**src/rtl/booth_mult_ctrl_if.sv**
```systemverilog
// Operand/result bundle between the pipeline and the Booth multiply sequencer.
// No latency of its own: wires only.
// No backpressure: start is ignored while busy, result is qualified by data_resultRDY.
interface booth_mult_ctrl_if #(
  parameter int WIDTH = 32
);
  logic             ctrl_start;
  logic [WIDTH-1:0] data_operandA;
  logic [WIDTH-1:0] data_operandB;
  logic             busy;
  logic             data_resultRDY;
  logic [WIDTH-1:0] data_result;
  logic             data_exception;

  // Pipeline side: issues operands, consumes the result.
  modport master (
    output ctrl_start, data_operandA, data_operandB,
    input  busy, data_resultRDY, data_result, data_exception
  );

  // Multiplier side.
  modport slave (
    input  ctrl_start, data_operandA, data_operandB,
    output busy, data_resultRDY, data_result, data_exception
  );
endinterface

```
**src/rtl/booth_mult_ctrl.sv**
```systemverilog
// Radix-2 Booth multiplier sequencer: one add/sub/nop plus arithmetic shift per RUN cycle.
// Latency: start in cycle 0, busy cycles 1..WIDTH, data_resultRDY pulse in cycle WIDTH+1.
// Backpressure: none; ctrl_start is only sampled in IDLE/DONE, the pipeline stalls on busy.
module booth_mult_ctrl #(
  parameter int WIDTH = 32,
  parameter int CNT_W = 6
) (
  input logic             clock,
  input logic             clr,
  booth_mult_ctrl_if.slave bus
);

  localparam int W = WIDTH;

  typedef enum logic [1:0] {
    IDLE = 2'd0,
    RUN  = 2'd1,
    DONE = 2'd2
  } state_t;

  state_t           state, state_nxt;
  logic [2*W:0]     p, p_nxt;     // {high half, multiplier/low half, Booth guard bit}
  logic [W-1:0]     m, m_nxt;     // multiplicand
  logic [CNT_W-1:0] cnt, cnt_nxt;

  // Add/sub runs one bit wider than the operands so M = -2^(W-1) never overflows.
  logic [W:0]       hi_ext;
  logic [W:0]       m_ext;
  logic [W:0]       u;

  // State, product, multiplicand and counter registers; clr aborts everything at once.
  always_ff @(posedge clock or negedge clr) begin
    if (!clr) begin
      state <= IDLE;
      p     <= '0;
      m     <= '0;
      cnt   <= '0;
    end else begin
      state <= state_nxt;
      p     <= p_nxt;
      m     <= m_nxt;
      cnt   <= cnt_nxt;
    end
  end

  // Next-state and one Booth iteration: select on P[1:0], then shift {U, P[W:1]}.
  always_comb begin
    state_nxt = state;
    p_nxt     = p;
    m_nxt     = m;
    cnt_nxt   = cnt;
    hi_ext    = {p[2*W], p[2*W:W+1]};
    m_ext     = {m[W-1], m};
    u         = hi_ext;

    case (p[1:0])
      2'b01:   u = hi_ext + m_ext;
      2'b10:   u = hi_ext - m_ext;
      default: u = hi_ext;
    endcase

    case (state)
      IDLE, DONE: begin
        // DONE also accepts a start so back-to-back multiplies lose no cycle.
        if (bus.ctrl_start) begin
          p_nxt     = {{W{1'b0}}, bus.data_operandB, 1'b0};
          m_nxt     = bus.data_operandA;
          cnt_nxt   = '0;
          state_nxt = RUN;
        end else begin
          state_nxt = IDLE;
        end
      end
      RUN: begin
        p_nxt   = {u, p[W:1]};
        cnt_nxt = cnt + CNT_W'(1);
        if (cnt == CNT_W'(W - 1)) begin
          state_nxt = DONE;
        end
      end
      default: state_nxt = IDLE;
    endcase
  end

  // Result and overflow flag come straight from P and stay put until the next start.
  assign bus.busy           = (state == RUN);
  assign bus.data_resultRDY = (state == DONE);
  assign bus.data_result    = p[W:1];
  assign bus.data_exception = (p[2*W:W+1] != {W{p[W]}});

endmodule

```
**src/flat_wrapper.sv**
```systemverilog
// flat-port wrapper written by rule: the top's interface ports become plain ports
module booth_mult_ctrl_flat 
#(
  parameter int WIDTH = 32,
  parameter int CNT_W = 6
)
  (clock, clr, bus_ctrl_start, bus_data_operandA, bus_data_operandB, bus_busy, bus_data_resultRDY, bus_data_result, bus_data_exception);
  booth_mult_ctrl_if #(.WIDTH(WIDTH)) bus_i ();
  input logic clock;
  input logic clr;
  input wire logic [$bits(bus_i.ctrl_start)-1:0] bus_ctrl_start;
  input wire logic [$bits(bus_i.data_operandA)-1:0] bus_data_operandA;
  input wire logic [$bits(bus_i.data_operandB)-1:0] bus_data_operandB;
  output wire logic [$bits(bus_i.busy)-1:0] bus_busy;
  output wire logic [$bits(bus_i.data_resultRDY)-1:0] bus_data_resultRDY;
  output wire logic [$bits(bus_i.data_result)-1:0] bus_data_result;
  output wire logic [$bits(bus_i.data_exception)-1:0] bus_data_exception;
  assign bus_i.ctrl_start = bus_ctrl_start;
  assign bus_i.data_operandA = bus_data_operandA;
  assign bus_i.data_operandB = bus_data_operandB;
  assign bus_busy = bus_i.busy;
  assign bus_data_resultRDY = bus_i.data_resultRDY;
  assign bus_data_result = bus_i.data_result;
  assign bus_data_exception = bus_i.data_exception;
  booth_mult_ctrl #(.WIDTH(WIDTH), .CNT_W(CNT_W)) u_core (.clock(clock), .clr(clr), .bus(bus_i));
endmodule
```
**config.mk**
```make
export PLATFORM = sky130hd
export DESIGN_NAME = booth_mult_ctrl_flat
export DESIGN_NICKNAME = d
export VERILOG_FILES = /design/src/rtl/booth_mult_ctrl_if.sv /design/src/rtl/booth_mult_ctrl.sv /design/src/flat_wrapper.sv
export SDC_FILE = /design/constraint.sdc
export NUM_CORES = 1
export LEC_CHECK = 0
export BUFFER_PORTS_ARGS = -buffer_cell sky130_fd_sc_hd__buf_2
export CAP_MARGIN = 30
export CORE_ASPECT_RATIO = 1.4
export CORE_MARGIN = 3
export CORE_UTILIZATION = 25
export CTS_CLUSTER_SIZE = 10
export DETAILED_ROUTE_END_ITERATION = 8
export HOLD_SLACK_MARGIN = 0.05
export PLACE_DENSITY = 0.45
export SKIP_LAST_GASP = 1
export SLEW_MARGIN = 20
export SYNTH_ARGS = -nofsm -noshare
export SYNTH_HDL_FRONTEND = slang
export SYNTH_SLANG_ARGS = --single-unit
```
**constraint.sdc**
```tcl
create_clock -name clock -period 5.9 [get_ports clock]
set_clock_uncertainty 0.2 [all_clocks]
set_input_delay 0.59 -clock clock [delete_from_list [all_inputs] [get_ports clock]]
set_output_delay 0.59 -clock clock [all_outputs]
set_load 0.02 [all_outputs]
```
==> impl_metrics.json <==
{
  "vias_per_cell": 4.82,
  "worstSetupStartpointType": "flip-flop",
  "slew_violations": 0,
  "synth_top_cell_area_share_pct": 36.8,
  "swShare_pct": 48.2,
  "syn_to_final_growth_pct": 13.8,
  "final_cells": 1295,
  "synth_nets": 978,
  "htree_levels": 3,
  "fp.dieH_um": 206,
  "rsz0062_at_grt": "no",
  "seqPwrFrac_pct": 24.6,
  "die_x_um": 149,
  "drtIter0Drc": 276,
  "layout_commonest_cell": "nand2_1",
  "dieArea_um2": 30700,
  "synthArstFlopShare_pct": 100,
  "place_inst": 1279,
  "synthTopCellsByArea": "dfrtp_1, nand2_1, ha_1",
  "critPathRequiredTime_ns": 5.99,
  "syn_avg_cell_area_um2": 8.17,
  "synth_top_family_by_area": "simple AND/OR/NAND/NOR gates",
  "synth_mux_area_share_pct": 1.26,
  "final_nets": 1023,
  "p_leak_nw": 3.72,
  "gr-total-overflow": 0,
  "ir_drop_mv": 0.195,
  "fin_crit_sh_pct": 81.3,
  "setup_viol": 0,
  "cts_max_path_buffers": 2,
  "drt-total-wl_um": 20200,
  "synth_cells": 875,
  "row_count": 72,
  "finalSetupTns_ns": 0,
  "wl_per_cell_um": 15.6,
  "switchingPower_mw": 2.79,
  "place_congestion": 0.824,
  "internal_power_mw": 3.00,
  "clock_sinks": 105,
  "synthSimpleGateAreaFrac_pct": 21.0,
  "crit_path_max_fanout": 5,
  "yosys_register_bits": 105,
  "netlist_area_um2": 7150,
  "path_class": "flip-flop to flip-flop",
  "synthDistinctLibCells": 55,
  "start_util_pct": 25.6,
  "drcViolationCount": 0,
  "cts-root-buf": "clkbuf_16",
  "yosys_most_used_dff": "dfrtp_1",
  "ioPinCount": 102,
  "layout-drive-gt1-share_pct": 15.1,
  "grt_max_degree": 75,
  "first_pass_iters": 6,
  "cts_post_setup_buffers_inserted": 0,
  "cts-resized-gates": 0,
  "synth_adder_area_share_pct": 6.41,
  "vias": 6237,
  "critical_path_arrival_ns": 4.89,
  "ys_seq_area_share_pct": 36.8,
  "antenna_found_initial": 0,
  "hpwlAfterDp_um": 14700,
  "synth_top_cell_by_area": "dfrtp_1",
  "portBuffers": 101,
  "period_needed_ns": 4.80,
  "worst_pin_slew_ns": 0.818,
  "clkTransAtPathRegs_ns": 0.08,
  "cts_made_buffers": 9,
  "fin_area_um2": 8130,
  "maxCapViolations": 0,
  "max_slew_margin_pct": 45.3,
  "hp-class": "primary input to async pin",
  "p_clk_share_pct": 12.0,
  "clk_latency_ns": 0.37,
  "synth_warnings": 0,
  "synth-compound-area-share_pct": 20.6,
  "power_density_nw_per_um2": 712,
  "place_area_um2": 7800,
  "synth_edf_count": 0,
  "fmax_mhz": 208,
  "outcome": "complete, no violations",
  "detail-route-antenna-nets": 0,
  "cts_tree": "yes",
  "hold_viol": 0,
  "synthXorXnorAreaFrac_pct": 7.23,
  "grt_pass1_wl_um": 33200,
  "grt_pass1_vias": 6224,
  "num_antenna_cells": 0,
  "core_um2": 27900,
  "hold_buffers": 0,
  "crit_path_end_kind": "flip-flop",
  "layout_common_cells": "nand2_1, dfrtp_1, buf_2",
  "p_comb_share_pct": 63.5,
  "grt.total_usage_pct": 13.5
}
layer usage:
layer | track usage, % | up-vias | wire length (µm)
li1 | - | 3134 | -
met1 | 16.6 | 2982 | 8890
met2 | 24.2 | 98 | 10400
met3 | 1.67 | 23 | 550
met4 | 4.68 | 0 | 395
met5 | 0 | - | 0
power groups by stage:
stage          Combinational [mW]  Sequential (mW)  Clock (mW)
6_report                     3.68             1.42       0.692
5_1_grt                      4.18             1.48       0.737
4_1_cts                      3.70             1.43       0.712
3_5_place_dp                 3.69             1.44           0
3_3_place_gp                 3.70             1.44           0
2_1_floorplan                3.07             1.30           0
synthesized netlist by cell type, types with 3 or more instances:
library cell / n
xnor2_1: 43
nand2_1: 191
nand3_1: 23
o21ai_0: 63
a211oi_1: 5
buf_1: 9
dfrtp_1: 105
nand4_1: 12
o21bai_1: 6
or4_1: 3
a21o_1: 22
inv_1: 19
xor2_1: 16
nand2b_1: 6
and3_1: 3
nor3b_1: 3
o211ai_1: 5
clkbuf_1: 35
nor2b_1: 4
a22oi_1: 31
and2_1: 3
a32oi_1: 4
nor2_1: 48
a31oi_1: 14
nor4_1: 7
nor3_1: 23
a22o_1: 8
mux2i_1: 9
ha_1: 35
a21oi_1: 60
buf_4: 32
flip-flops by register name, summed over array words and instances, names as in the netlist:
register and flops:
u_core.cnt 6, u_core.m 32, u_core.p 65, u_core.state 2
metrics by stage:
step	power, mW	util (%)	hold slack [ns]	setup WS, ns
floorplan	4.37	-	0.0944	1.68
global placement	5.14	27.9	0.284	1.23
detailed placement	5.12	27.9	0.279	1.14
CTS	5.84	29.1	0.140	1.12
global route	6.39	29.1	0.175	0.627
finish	5.79	29.1	0.113	1.10
worst max-delay path, cell delays in order, from the launching register on:
cell and delay [ns]:
dfrtp_1 0.43, or4_4 0.55, nor4_1 0.50, and2_2 0.33, nor2_1 0.07, xnor2_1 0.15
ha_1 0.32, inv_1 0.09, o21ai_0 0.12, a21o_1 0.19, a2111oi_0 0.61, o21ai_0 0.30
a31oi_1 0.45, xnor2_1 0.17, mux2i_1 0.08, o21ai_0 0.16
cells by family (layout without fill, tap and decap cells):
kind of cell	after synthesis	in the layout
and+or+nand+nor	335	335
AOI/OAI and AO/OA	235	235
DFF	105	105
buffers and inverters	96	146
xor gates and xnor gates	59	59
adders and majority gates	36	36
muxes	9	9
area by class of cell:
class	count	area (µm²)
Sequential cell	105	2630
Tap cell	370	463
Multi-Input combinational cell	674	4060
Clock buffer	11	253
Inverter	20	75.1
Timing Repair Buffer	110	576
Clock inverter	5	82.6
Fill cell	3074	19800
path summary, 6_finish.rpt:
| path | from | end | slack (ns) | depth (start not counted) |
|---|---|---|---|---|
| setup / recovery | u_core.m[3] | u_core.p[59] | 1.10 | 15 |
| max in group asynchronous | clr | u_core.p[64] | 4.28 | 2 |
| hold / removal | clr | u_core.p[13] | 0.11 | 1 |
| setup reg to reg | u_core.m[3] | u_core.p[59] | 1.10 | 15 |
| min in group clock | bus_data_operandA[2] | u_core.m[2] | 0.21 | 3 |
| hold reg to reg | u_core.p[0] | u_core.p[0] | 0.30 | 1 |
(Power assumes the default switching activity.)
